<file path="src/rtl/traffic_display.sv">
`default_nettype none
// ============================================================================
//  Module   : traffic_display
//  Purpose  : Lamp driver, blinking yellow, 2-digit multiplexed seven-segment
//             countdown and sticky illegal-phase fault flag.
//  Revision : 1.0  initial release
// ============================================================================
module traffic_display #(
    parameter int SCAN_DIV  = 4,
    parameter int BLINK_DIV = 8
) (
    input  logic       div_clk,
    input  logic       reset,
    input  logic [1:0] status,
    input  logic [3:0] value,
    output logic       led_g,
    output logic       led_y,
    output logic       led_r,
    output logic [6:0] seg,
    output logic [1:0] digit_sel,
    output logic       fault
);

    localparam int c_SCAN_W  = (SCAN_DIV  > 1) ? $clog2(SCAN_DIV)  : 1;
    localparam int c_BLINK_W = (BLINK_DIV > 1) ? $clog2(BLINK_DIV) : 1;
    localparam logic [c_SCAN_W-1:0]  c_SCAN_LAST  = c_SCAN_W'(SCAN_DIV - 1);
    localparam logic [c_BLINK_W-1:0] c_BLINK_LAST = c_BLINK_W'(BLINK_DIV - 1);

    localparam logic [1:0] c_GREEN   = 2'd0;
    localparam logic [1:0] c_YELLO   = 2'd1;
    localparam logic [1:0] c_RED     = 2'd2;
    localparam logic [1:0] c_ILLEGAL = 2'd3;
    localparam logic [1:0] c_SEL_TENS = 2'b10;
    localparam logic [6:0] c_SEG_BLANK = 7'h00;
    localparam logic [6:0] c_SEG_DASH  = 7'h40;
    localparam logic [6:0] c_SEG_ONE   = 7'h06;

    logic [1:0]           r_status_q;
    logic [3:0]           r_value_q;
    logic [c_SCAN_W-1:0]  r_scan_cnt;
    logic [c_BLINK_W-1:0] r_blink_cnt;
    logic                 r_blink_phase;

    logic       w_restart;
    logic       w_blink_wrap;
    logic       w_scan_wrap;
    logic [1:0] w_sel_n;
    logic       w_fault_n;
    logic       w_tens;
    logic [3:0] w_ones;
    logic [6:0] w_ones_seg;
    logic [6:0] w_seg_n;
    logic       w_g_n;
    logic       w_y_n;
    logic       w_r_n;

    assign w_restart    = (status != r_status_q);
    assign w_blink_wrap = (r_blink_cnt == c_BLINK_LAST);
    assign w_scan_wrap  = (r_scan_cnt == c_SCAN_LAST);
    // One-hot select flips between 01 and 10 by simple inversion.
    assign w_sel_n      = w_scan_wrap ? ~digit_sel : digit_sel;
    assign w_fault_n    = fault | (r_status_q == c_ILLEGAL);
    assign w_tens       = (r_value_q >= 4'd10);
    assign w_ones       = w_tens ? (r_value_q - 4'd10) : r_value_q;

    always_comb begin
        w_ones_seg = c_SEG_BLANK;
        case (w_ones)
            4'd0:    w_ones_seg = 7'h3F;
            4'd1:    w_ones_seg = 7'h06;
            4'd2:    w_ones_seg = 7'h5B;
            4'd3:    w_ones_seg = 7'h4F;
            4'd4:    w_ones_seg = 7'h66;
            4'd5:    w_ones_seg = 7'h6D;
            4'd6:    w_ones_seg = 7'h7D;
            4'd7:    w_ones_seg = 7'h07;
            4'd8:    w_ones_seg = 7'h7F;
            4'd9:    w_ones_seg = 7'h6F;
            default: w_ones_seg = c_SEG_BLANK;
        endcase
    end

    // Segment pattern follows the select value being registered alongside it.
    always_comb begin
        w_seg_n = w_ones_seg;
        if (w_fault_n) begin
            w_seg_n = c_SEG_DASH;
        end else if (w_sel_n == c_SEL_TENS) begin
            w_seg_n = w_tens ? c_SEG_ONE : c_SEG_BLANK;
        end
    end

    always_comb begin
        w_g_n = 1'b0;
        w_y_n = 1'b0;
        w_r_n = 1'b0;
        if (w_fault_n) begin
            w_r_n = r_blink_phase;
        end else begin
            case (r_status_q)
                c_GREEN: w_g_n = 1'b1;
                c_YELLO: w_y_n = r_blink_phase;
                c_RED:   w_r_n = 1'b1;
                default: w_r_n = 1'b0;
            endcase
        end
    end

    always_ff @(posedge div_clk) begin
        if (reset) begin
            r_status_q    <= c_GREEN;
            r_value_q     <= 4'd0;
            r_scan_cnt    <= '0;
            r_blink_cnt   <= '0;
            r_blink_phase <= 1'b1;
            led_g         <= 1'b0;
            led_y         <= 1'b0;
            led_r         <= 1'b0;
            seg           <= c_SEG_BLANK;
            digit_sel     <= 2'b01;
            fault         <= 1'b0;
        end else begin
            r_status_q <= status;
            r_value_q  <= value;
            r_scan_cnt <= w_scan_wrap ? '0 : r_scan_cnt + 1'b1;
            // A phase change restarts the blink lit, overriding the wrap toggle.
            if (w_restart) begin
                r_blink_cnt   <= '0;
                r_blink_phase <= 1'b1;
            end else if (w_blink_wrap) begin
                r_blink_cnt   <= '0;
                r_blink_phase <= ~r_blink_phase;
            end else begin
                r_blink_cnt   <= r_blink_cnt + 1'b1;
            end
            led_g     <= w_g_n;
            led_y     <= w_y_n;
            led_r     <= w_r_n;
            seg       <= w_seg_n;
            digit_sel <= w_sel_n;
            fault     <= w_fault_n;
        end
    end

endmodule
`default_nettype wire

</file>
<file path="config.mk">
export PLATFORM = sky130hd
export DESIGN_NAME = traffic_display
export DESIGN_NICKNAME = d
export VERILOG_FILES = /design/src/rtl/traffic_display.sv
export SDC_FILE = /design/constraint.sdc
export NUM_CORES = 1
export LEC_CHECK = 0
export BUFFER_PORTS_ARGS = -buffer_cell sky130_fd_sc_hd__buf_2
export CORE_ASPECT_RATIO = 1.2
export CORE_UTILIZATION = 53
export CTS_CLUSTER_DIAMETER = 50
export DETAILED_ROUTE_END_ITERATION = 12
export PLACE_DENSITY = 0.84
export SLEW_MARGIN = 25
export SYNTH_ARGS = -nofsm -noshare
export SYNTH_HDL_FRONTEND = slang
export SYNTH_SLANG_ARGS = --single-unit
</file>
<file path="constraint.sdc">
create_clock -name div_clk -period 2.5 [get_ports div_clk]
set_input_delay 0.375 -clock div_clk [delete_from_list [all_inputs] [get_ports div_clk]]
set_output_delay 0.375 -clock div_clk [all_outputs]
set_load 0.005 [all_outputs]
</file>
==> results.ini <==
[status]
status=finished with violations
failed_checks=DRC

[yosys]
syn_inst=114
synth_edf_count=0
avgSynthCellArea_um2=9.63
synth_fp_nets=131
synth_cell_types=33
yosysWarningCount=0
ys_async_sr_fraction=0
yosysSeqAreaShare=0.456
syn-cell-area_um2=1100
synthFlopType=dfxtp_1
yosys_register_bits=25

[routing]
wirelength_mm=1.74
vias=836
wl_per_cell_um=11.2
drt_first_iter_violations=20
drc=4
drt-vias-per-instance=5.39
drt_pass1_iterations=8
ant_nets=0

[grt]
grt_overflow=0
grt_usage=0.187
antenna_found_initial=0
grt_max_degree=19
grt_pass1_wl_mm=3.17
grt_pass1_vias=778

[layout]
final_util=0.655
syn_to_final_growth_pct=13.0
layout-drive-gt1-share=0.206
n_antenna_cell=0
nets=154

[place]
io_buffers=20
dp.final_hpwl_mm=1.31
gp_congestion=0.887

[job]
maxCapViolCount=0

[clock_tree]
numCtsBuffers=3
insertion_delay_ns=0.30
clk_pin_slew_worst_paths_ns=0.12
clock_path_buffers=2
cts_resized=0
htreeDepth=1
cts.sinks=25
cts_hold_buf=0
cts_root_buffer=clkbuf_4
cts_setup_buffers=0
cts_tree=built

[timing]
setup_violations=0
fin_crit_sh=0.795
hold_viol=0
max_slew_margin=0.716
clock_skew_ns=0.00435
setup_tns_ns=0
tightest_slew_ns=0.422
max_freq_mhz=503
period_needed_ns=1.99
grt_setup_unrepaired=false
slew_viol_final=0

[critical_path]
path_class=reg2reg
crit_fanout=8
worst_setup_path_end_kind=flip-flop
reg2reg_depth=6
cp_data_arrival_time_ns=2.22
cp-startpoint=r_value_q[2]$_SDFF_PP0_
cp.required_ns=2.74
regToRegSetupSlack_ns=0.51
critPathLaunchType=flip-flop
r2r_start=r_value_q[2]$_SDFF_PP0_
rr_endpoint=seg[6]$_SDFF_PP0_

[floorplanning]
start_util=0.580
rows=17
core_um2=1890
die_area_um2=2260
pin_count=21
die_h_um=51.8
chipWidth_um=43.5

[power_and_ir_drop]
intPower_mw=0.550
seqPwrFrac=0.611
p_leak_nw=0.553
p_comb_frac=0.162
switching_power_mw=0.181
swShare=0.247
vdd_drop_max_uv=395
powerDensity_nw_per_um2=590
clkPwrFrac=0.227

[min_path]
min_path_cells=2
hp-class=in2reg
hold-path-endpoint=r_value_q[3]$_SDFF_PP0_
min_from=value[3]

==> state kept, by name, indices dropped and copies added (netlist names), 2 cells and up <==
signal       flops
seg              7
r_blink_cnt      3
r_status_q       2
digit_sel        2
r_scan_cnt       2
r_value_q        4
==> logic make-up (layout without fill, tap and decap cells) <==
logic type | Yosys count | count (layout) | share of synthesized area
xor gates and xnor gates | 4 | 4 | 0.0319
adders and majority gates | 9 | 9 | 0.103
DFF | 25 | 25 | 0.456
buffers and inverters | 6 | 28 | 0.0205
and+or+nand+nor | 46 | 46 | 0.230
AOI/OAI and AO/OA | 24 | 24 | 0.158
==> layout by cell type, fill, tap and decap left out, types with 2 or more instances in the layout <==
| master | n |
|---|---|
| xor2_1 | 3 |
| or4_1 | 2 |
| ha_1 | 9 |
| nor2b_1 | 9 |
| nor4_1 | 2 |
| clkbuf_4 | 3 |
| dfxtp_1 | 25 |
| nand2b_1 | 6 |
| buf_2 | 20 |
| inv_1 | 4 |
| nor3_1 | 4 |
| a21oi_1 | 4 |
| o21a_1 | 2 |
| o21ai_0 | 7 |
| and2_1 | 2 |
| nor2_1 | 11 |
| nand2_1 | 5 |
==> cell usage after synthesis, types with 3 or more instances <==
cell	instances	area share
xor2_1	3	0.024
a21oi_1	4	0.018
nand2b_1	6	0.034
dfxtp_1	25	0.46
nor3_1	4	0.018
nor2b_1	9	0.051
nor2_1	11	0.038
inv_1	4	0.014
ha_1	9	0.10
o21ai_0	7	0.032
nand2_1	5	0.017
==> how the worst max path moves through the flow <==
stage,slack [ns],to,cells after the start
final,0.51,seg[6]$_SDFF_PP0_,6
after global routing,0.36,seg[6]$_SDFF_PP0_,6
after CTS,0.53,seg[6]$_SDFF_PP0_,6
after detailed placement,0.56,seg[6]$_SDFF_PP0_,6
after global placement,0.66,seg[6]$_SDFF_PP0_,6
after floorplan,0.73,seg[6]$_SDFF_PP0_,6
==> area by class of cell <==
cell class	instances	area [µm²]
Tap cell	19	23.8
Multi-Input combinational cell	83	574
Sequential cell	25	500
Fill cell	142	653
Timing Repair Buffer	20	100
Clock buffer	4	26.3
Inverter	4	15.0
==> power by group through the flow <==
stage | Clock [mW] | Combinational [mW] | Sequential, mW
2_1_floorplan | 0 | 0.0782 | 0.455
3_3_place_gp | 0 | 0.114 | 0.454
3_5_place_dp | 0 | 0.118 | 0.455
4_1_cts | 0.171 | 0.119 | 0.447
5_1_grt | 0.200 | 0.135 | 0.451
6_report | 0.166 | 0.118 | 0.447
==> worst max-delay path: stages, from the launching register on <==
cell      delay (ns)
dfxtp_1         0.49
inv_1           0.12
ha_1            0.39
a21bo_1         0.15
o221ai_2        0.13
or4_1           0.53
o22ai_2         0.12
==> per-layer routing <==
metal	share of wire	wire, µm	vias to the layer above	track usage
met1	0.46	801	374	0.227
met4	0.0069	12	0	0.0625
li1	-	-	439	-
met5	0	0	-	0
met3	0.030	53	2	0.0313
met2	0.50	874	21	0.331
==> metrics by stage <==
step                      instances  hold slack [ns]  setup WS (ns)  instance area (µm²)  total power, mW
final                           155            0.277          0.514                 1240            0.731
after global routing            155            0.252          0.363                 1240            0.785
after floorplan                 114            0.398          0.733                 1100            0.533
after CTS                       155            0.272          0.534                 1240            0.736
after detailed placement        151            0.415          0.559                 1210            0.573
after global placement          151            0.407          0.660                 1210            0.569
(Power assumes the default switching activity.)
